--- config.mk ---
export PLATFORM = sky130hd
export DESIGN_NAME = mem_access
export DESIGN_NICKNAME = d
export VERILOG_FILES = /design/src/rtl/mem_access_pkg.sv /design/src/rtl/mem_access.sv
export SDC_FILE = /design/constraint.sdc
export NUM_CORES = 1
export LEC_CHECK = 0
export CAP_MARGIN = 10
export CORE_ASPECT_RATIO = 2
export CORE_MARGIN = 5
export CORE_UTILIZATION = 28
export CTS_BUF_LIST = sky130_fd_sc_hd__clkbuf_4
export DETAILED_ROUTE_END_ITERATION = 8
export GPL_ROUTABILITY_DRIVEN = 1
export SLEW_MARGIN = 20
export SYNTH_ARGS = -nofsm -noshare
export SYNTH_HDL_FRONTEND = slang
export SYNTH_SLANG_ARGS = --single-unit
--- constraint.sdc ---
create_clock -name clk -period 1.9 [get_ports clk]
set_input_delay 0.57 -clock clk [delete_from_list [all_inputs] [get_ports clk]]
set_output_delay 0.57 -clock clk [all_outputs]
set_load 0.02 [all_outputs]
--- src/rtl/mem_access_pkg.sv ---
// Shared instruction definitions for the memory-access stage.
// Holds the datapath/register/opcode widths and the opcode values that the
// memory stage decodes (loads and stores). All other opcodes are treated as
// non-memory operations whose execute result is written back unchanged.
package mem_access_pkg;

  localparam int unsigned LEN_REG     = 32;
  localparam int unsigned LEN_REGNO   = 4;
  localparam int unsigned LEN_OPECODE = 6;

  localparam logic [LEN_OPECODE-1:0] OPE_ADD = 6'h00;
  localparam logic [LEN_OPECODE-1:0] OPE_LD  = 6'h23;
  localparam logic [LEN_OPECODE-1:0] OPE_ST  = 6'h2b;

endpackage

--- src/rtl/mem_access.sv ---
// Memory-access pipeline stage (single entry).
// Accepts one operation from execute, performs at most one data-bus
// transaction for loads/stores, then holds the result for writeback until
// writeback is not stalling.
// Ports:
//   clk, rst             clock, asynchronous active-low reset
//   valid_i / stall_o    execute handshake (accepted when valid_i & !stall_o)
//   opecode, rd_regno    operation code and destination register
//   data_rd, data_o      store data, execute result (address for LD/ST)
//   valid_o / stall_i    writeback handshake
//   is_wb_o, wb_regno_o, wb_data_o, misalign_o  result for writeback
//   mem_req_o, mem_we_o, mem_addr_o, mem_wdata_o, mem_ack_i, mem_rdata_i
//                        data bus
module mem_access #(
  parameter int unsigned LEN_REG     = mem_access_pkg::LEN_REG,
  parameter int unsigned LEN_REGNO   = mem_access_pkg::LEN_REGNO,
  parameter int unsigned LEN_OPECODE = mem_access_pkg::LEN_OPECODE
) (
  input  logic                   clk,
  input  logic                   rst,
  input  logic                   valid_i,
  output logic                   stall_o,
  input  logic [LEN_OPECODE-1:0] opecode,
  input  logic [LEN_REGNO-1:0]   rd_regno,
  input  logic [LEN_REG-1:0]     data_rd,
  input  logic [LEN_REG-1:0]     data_o,
  output logic                   valid_o,
  input  logic                   stall_i,
  output logic                   is_wb_o,
  output logic [LEN_REGNO-1:0]   wb_regno_o,
  output logic [LEN_REG-1:0]     wb_data_o,
  output logic                   misalign_o,
  output logic                   mem_req_o,
  output logic                   mem_we_o,
  output logic [LEN_REG-1:0]     mem_addr_o,
  output logic [LEN_REG-1:0]     mem_wdata_o,
  input  logic                   mem_ack_i,
  input  logic [LEN_REG-1:0]     mem_rdata_i
);

  localparam logic [1:0] StIdle = 2'd0;
  localparam logic [1:0] StBus  = 2'd1;
  localparam logic [1:0] StOut  = 2'd2;

  logic [1:0]           r_state, w_state;
  logic [LEN_REG-1:0]   r_addr, w_addr;
  logic [LEN_REG-1:0]   r_wdata, w_wdata;
  logic [LEN_REG-1:0]   r_wb_data, w_wb_data;
  logic [LEN_REGNO-1:0] r_regno, w_regno;
  logic                 r_we, w_we;
  logic                 r_is_wb, w_is_wb;
  logic                 r_misalign, w_misalign;

  logic w_is_ld, w_is_st, w_aligned, w_in_bus, w_in_out;

  assign w_is_ld   = (opecode == LEN_OPECODE'(mem_access_pkg::OPE_LD));
  assign w_is_st   = (opecode == LEN_OPECODE'(mem_access_pkg::OPE_ST));
  assign w_aligned = (data_o[1:0] == 2'b00);

  always_ff @(posedge clk or negedge rst) begin
    if (!rst) begin
      r_state    <= StIdle;
      r_addr     <= '0;
      r_wdata    <= '0;
      r_wb_data  <= '0;
      r_regno    <= '0;
      r_we       <= 1'b0;
      r_is_wb    <= 1'b0;
      r_misalign <= 1'b0;
    end else begin
      r_state    <= w_state;
      r_addr     <= w_addr;
      r_wdata    <= w_wdata;
      r_wb_data  <= w_wb_data;
      r_regno    <= w_regno;
      r_we       <= w_we;
      r_is_wb    <= w_is_wb;
      r_misalign <= w_misalign;
    end
  end

  always_comb begin
    w_state    = r_state;
    w_addr     = r_addr;
    w_wdata    = r_wdata;
    w_wb_data  = r_wb_data;
    w_regno    = r_regno;
    w_we       = r_we;
    w_is_wb    = r_is_wb;
    w_misalign = r_misalign;
    case (r_state)
      StIdle: begin
        if (valid_i) begin
          w_regno = rd_regno;
          if (w_is_ld || w_is_st) begin
            if (w_aligned) begin
              w_state    = StBus;
              w_addr     = data_o;
              w_wdata    = data_rd;
              w_we       = w_is_st;
              // Remembers "this is a load" so completion knows to write back.
              w_is_wb    = w_is_ld;
              w_misalign = 1'b0;
              w_wb_data  = '0;
            end else begin
              // Misaligned access is reported without touching the bus.
              w_state    = StOut;
              w_misalign = 1'b1;
              w_is_wb    = 1'b0;
              w_wb_data  = '0;
            end
          end else begin
            w_state    = StOut;
            w_wb_data  = data_o;
            w_is_wb    = 1'b1;
            w_misalign = 1'b0;
          end
        end
      end
      StBus: begin
        if (mem_ack_i) begin
          w_state   = StOut;
          w_wb_data = r_we ? '0 : mem_rdata_i;
        end
      end
      StOut: begin
        if (!stall_i) begin
          w_state = StIdle;
        end
      end
      default: w_state = StIdle;
    endcase
  end

  // Outputs are gated by state so every output reads 0 while idle or in reset.
  assign w_in_bus = (r_state == StBus);
  assign w_in_out = (r_state == StOut);

  assign stall_o     = (r_state != StIdle);
  assign valid_o     = w_in_out;
  assign is_wb_o     = w_in_out & r_is_wb;
  assign misalign_o  = w_in_out & r_misalign;
  assign wb_regno_o  = w_in_out ? r_regno : '0;
  assign wb_data_o   = w_in_out ? r_wb_data : '0;
  assign mem_req_o   = w_in_bus;
  assign mem_we_o    = w_in_bus & r_we;
  assign mem_addr_o  = w_in_bus ? r_addr : '0;
  assign mem_wdata_o = w_in_bus ? r_wdata : '0;

endmodule

==> out/qor_table.md <==
| Group | Parameter | Reported |
| --- | --- | --- |
| outcome | Outcome | complete, but fails checks |
| outcome | Failing checks | negative setup slack |
| die | Die Ht | 210 um |
| timing | Worst relative slew slack | 0.746 |
| setup path | Cell with the most instances on the worst path | buf_6 |
| timing | Post-route worst setup slack | -432 ps |
| timing | Peak clock frequency supported by timing | 429 MHz |
| timing | Worst-Margin Slew | 381 ps |
| timing | Unrepaired setup endpoints after global routing | true |
| grt | Overall routing resource usage | 0.172 |
| drt | Final wirelength | 21.5 mm |
| placement | GP Congestion | 0.785 |
| timing | Number of endpoints with negative hold slack in the final report | 0 |
| timing | Worst clock skew on the final layout | 19.9 ps |
| yosys | Register bit count reported by yosys | 105 |
| grt | Vias in the first global route | 5337 |
| clock tree | CTS root buffer | clkbuf_4 |
| clock tree | H-Tree Level Count | 3 |
| finish | Final standard cell utilization of the core | 0.482 |
| clock tree | Maximum clock insertion buffer count | 2 |
| pwr | Leakage power figure | 0.00451 uW |
| timing | Clock period minus final worst setup slack | 2330 ps |
| setup path | Register-to-Register Setup Slack | -90 ps |
| pwr | IR Drop Worst-Case VDD | 0.000378 V |
| yosys | Synth Warn # | 0 |
| die | Number of top-level pins | 217 |
| job | Max-cap violation count | 0 |
| placement | Worst setup timing slack at the placement stage | -525 ps |
| yosys | Synth top area cells | dfrtp_1, and2_1, mux2_4 |
| clock tree | Insertion delay to the later sink of the worst-skew pair | 490 ps |
| setup path | Startpoint Class | flop |
| yosys | Synthesized instance count | 506 |
| min path | Worst min path class | primary input to asynchronous set/reset pin |
| timing | Final setup fails | 169 |
| setup path | Required time of the critical path | 1330 ps |
| yosys | Synth cell types | 25 |
| setup path | Crit path capture type | output pin |
| placement | Hpwl dp | 15.1 mm |
| yosys | Synth async-reset ratio | 1.00 |
| grt | Global-route wire length before repair | 29.9 mm |
| drt | Via count | 4920 |
| finish | Post-layout net count | 863 |
| clock tree | Clk slew on worst S/H paths | 170 ps |
| finish | Layout cells sized above 1 | 0.485 |
| die | Initial core utilization | 0.282 |
| yosys | Average size of a mapped cell | 11.1 um^2 |
| clock tree | Clock buffers created by TritonCTS | 9 |
| setup path | Slowest library cell on the worst path | dfrtp_1 |
| die | Chip Width | 110 um |
| timing | Pins Over Slew Limit | 0 |
| yosys | Primary FF master, synth | dfrtp_1 |
| yosys | Count of flip-flops with a built-in enable after synthesis | 0 |
| drt | Drt wl/cell | 21.0 um |
| placement | Count of port buffers added during placement | 216 |
| pwr | Ratio of total power to cell area | 647 nW/um^2 |
| yosys | Top cell type's share of synthesized area | 0.470 |
| drt | 1st-iter DRT viols | 179 |
| drt | Initial DRT Pass Iterations | 4 |
| grt | Number of antenna violations at the first check in global routing | 3 |
| drt | Antenna-violating nets left | 0 |
| grt | Pin count of the biggest net entering global routing | 44 |
| drt | Via density per instance | 4.81 |
| timing | Post-route clock period utilization | 1.23 |
| setup path | Worst r2r src | r_state[1] |
| die | Placeable Area | 19800 um^2 |
| setup path | Critical path data arrival time | 1760 ps |
| setup path | Critical Path, Cell by Cell | nor2b_4, buf_12, buf_8, buf_6, and2_4, buf_6 |
| grt | Total congestion overflow | 0 |
| yosys | Total nets after synthesis | 617 |
| yosys | Leading cell types by count after synthesis | and2_1, dfrtp_1, a21oi_1, nand2b_1 |
| die | Floorplan row count | 73 |
| die | Area of the die | 23100 um^2 |
| yosys | Fraction of the yosys area taken by sequential cells | 0.470 |
| timing | Hold WS | 506 ps |
| yosys | Area of the mapped netlist | 5600 um^2 |
| clock tree | Sinks on Clock Net | 105 |
| setup path | Startpoint-to-endpoint class of the critical path | flop to output pin |
| setup path | Family with the most delay on the worst path | buffers and inverters |
| setup path | Crit path buf inv count | 4 |
| drt | Residual DRC | 0 |
| setup path | Worst reg-to-reg path cell count | 7 |
| yosys | Cell taking the most area after synthesis | dfrtp_1 |
| clock tree | Clock tree from TritonCTS | built |
| setup path | Crit path max fanout | 8 |
| setup path | Capture instance of the worst register-to-register path | r_wdata[7] |
| finish | Area growth from synthesis to layout | 70.7% |
| yosys | Most used standard cell by instance count after synthesis | and2_1 |
| setup path | Critical Path Max Stage Delay | 450 ps |
==> registers in the layout, summed over array words and instances (netlist names) <==
signal      cells
r_addr         32
r_wb_data      32
r_state         2
r_misalign      1
r_wdata        32
r_is_wb         1
r_we            1
r_regno         4
==> kinds of logic after synthesis <==
kind of cell / after synthesis / synth area share
compound gates: 101 / 0.121
flops: 105 / 0.470
buf+inv: 50 / 0.0411
mux: 67 / 0.160
simple gates: 183 / 0.208
==> through the flow <==
step	setup TNS (ps)	cell area (um^2)	std cells	power, uW
4_1_cts	-44310	8700	997	5930
2_1_floorplan	-157	5630	506	3420
3_3_place_gp	-79310	8370	972	4290
6_report	-43330	9550	1022	6180
5_1_grt	-55440	9550	1022	6460
3_5_place_dp	-81430	8370	972	4330
==> final cells by class <==
| cell class | instances | area, um^2 |
|---|---|---|
| tap | 262 | 328 |
| fill | 1865 | 10300 |
| clock buffer | 9 | 67.6 |
| multi-input combinational | 351 | 3040 |
| clock inverter | 7 | 133 |
| inverter | 1 | 3.75 |
| sequential | 105 | 2630 |
| timing repair buffer | 284 | 3350 |
| antenna | 3 | 7.51 |
==> repair_timing <==
action | in CTS | in global routing
setup buffers | 6 | 8
cloned | 2 | 14
gates resized for setup | 608 | 165
hold endpoints to repair | 21 | 0
hold buffers | 1 | 0
endpoints found under the setup margin | 106 | 168
pin swaps | 8 | 44
==> report_power, final <==
group | internal (uW) | switching (uW)
clock | 788 | 760
combinational | 1170 | 813
sequential | 2490 | 161
total | 4440 | 1730
==> how the worst max path moves through the flow <==
| stage | slack [ps] | cells after the start | from | end |
|---|---|---|---|---|
| 3_3_place_gp | -510 | 5 | opecode[2] | r_addr[24] |
| 6_report | -430 | 6 | r_state[0] | mem_addr_o[13] |
| 3_5_place_dp | -520 | 5 | opecode[0] | r_addr[21] |
| 5_1_grt | -540 | 6 | r_state[0] | mem_addr_o[13] |
| 2_1_floorplan | -20 | 5 | r_state[0] | mem_addr_o[23] |
| 4_1_cts | -470 | 5 | r_state[0] | mem_wdata_o[20] |
==> layout by cell type (no fill, tap or decap), types with 24 or more instances in the layout <==
| cell type | Yosys | layout |
|---|---|---|
| mux2_4 | 37 | 37 |
| dfrtp_1 | 105 | 104 |
| o32a_1 | 32 | 32 |
| buf_6 | 4 | 112 |
| mux2_2 | 30 | 30 |
| a21oi_1 | 65 | 65 |
| buf_4 | 2 | 24 |
| and2_4 | 0 | 101 |
| clkdlybuf4s50_1 | 0 | 109 |
| nand2b_1 | 65 | 65 |
==> metal layers <==
metal | share of wire | vias to the layer above | global-route usage
met5 | 0 | - | 0
met4 | 0.037 | 0 | 0.0895
met3 | 0.050 | 43 | 0.0326
met2 | 0.58 | 182 | 0.316
met1 | 0.34 | 2460 | 0.177
li1 | - | 2235 | -
==> worst reg2reg max path: stages, from the launching register on <==
cell	delay, ps
dfrtp_2	480
buf_4	150
buf_4	130
nor3b_4	280
nand4_4	170
buf_12	210
clkbuf_16	180
mux2_4	300
(Power assumes the default switching activity.)
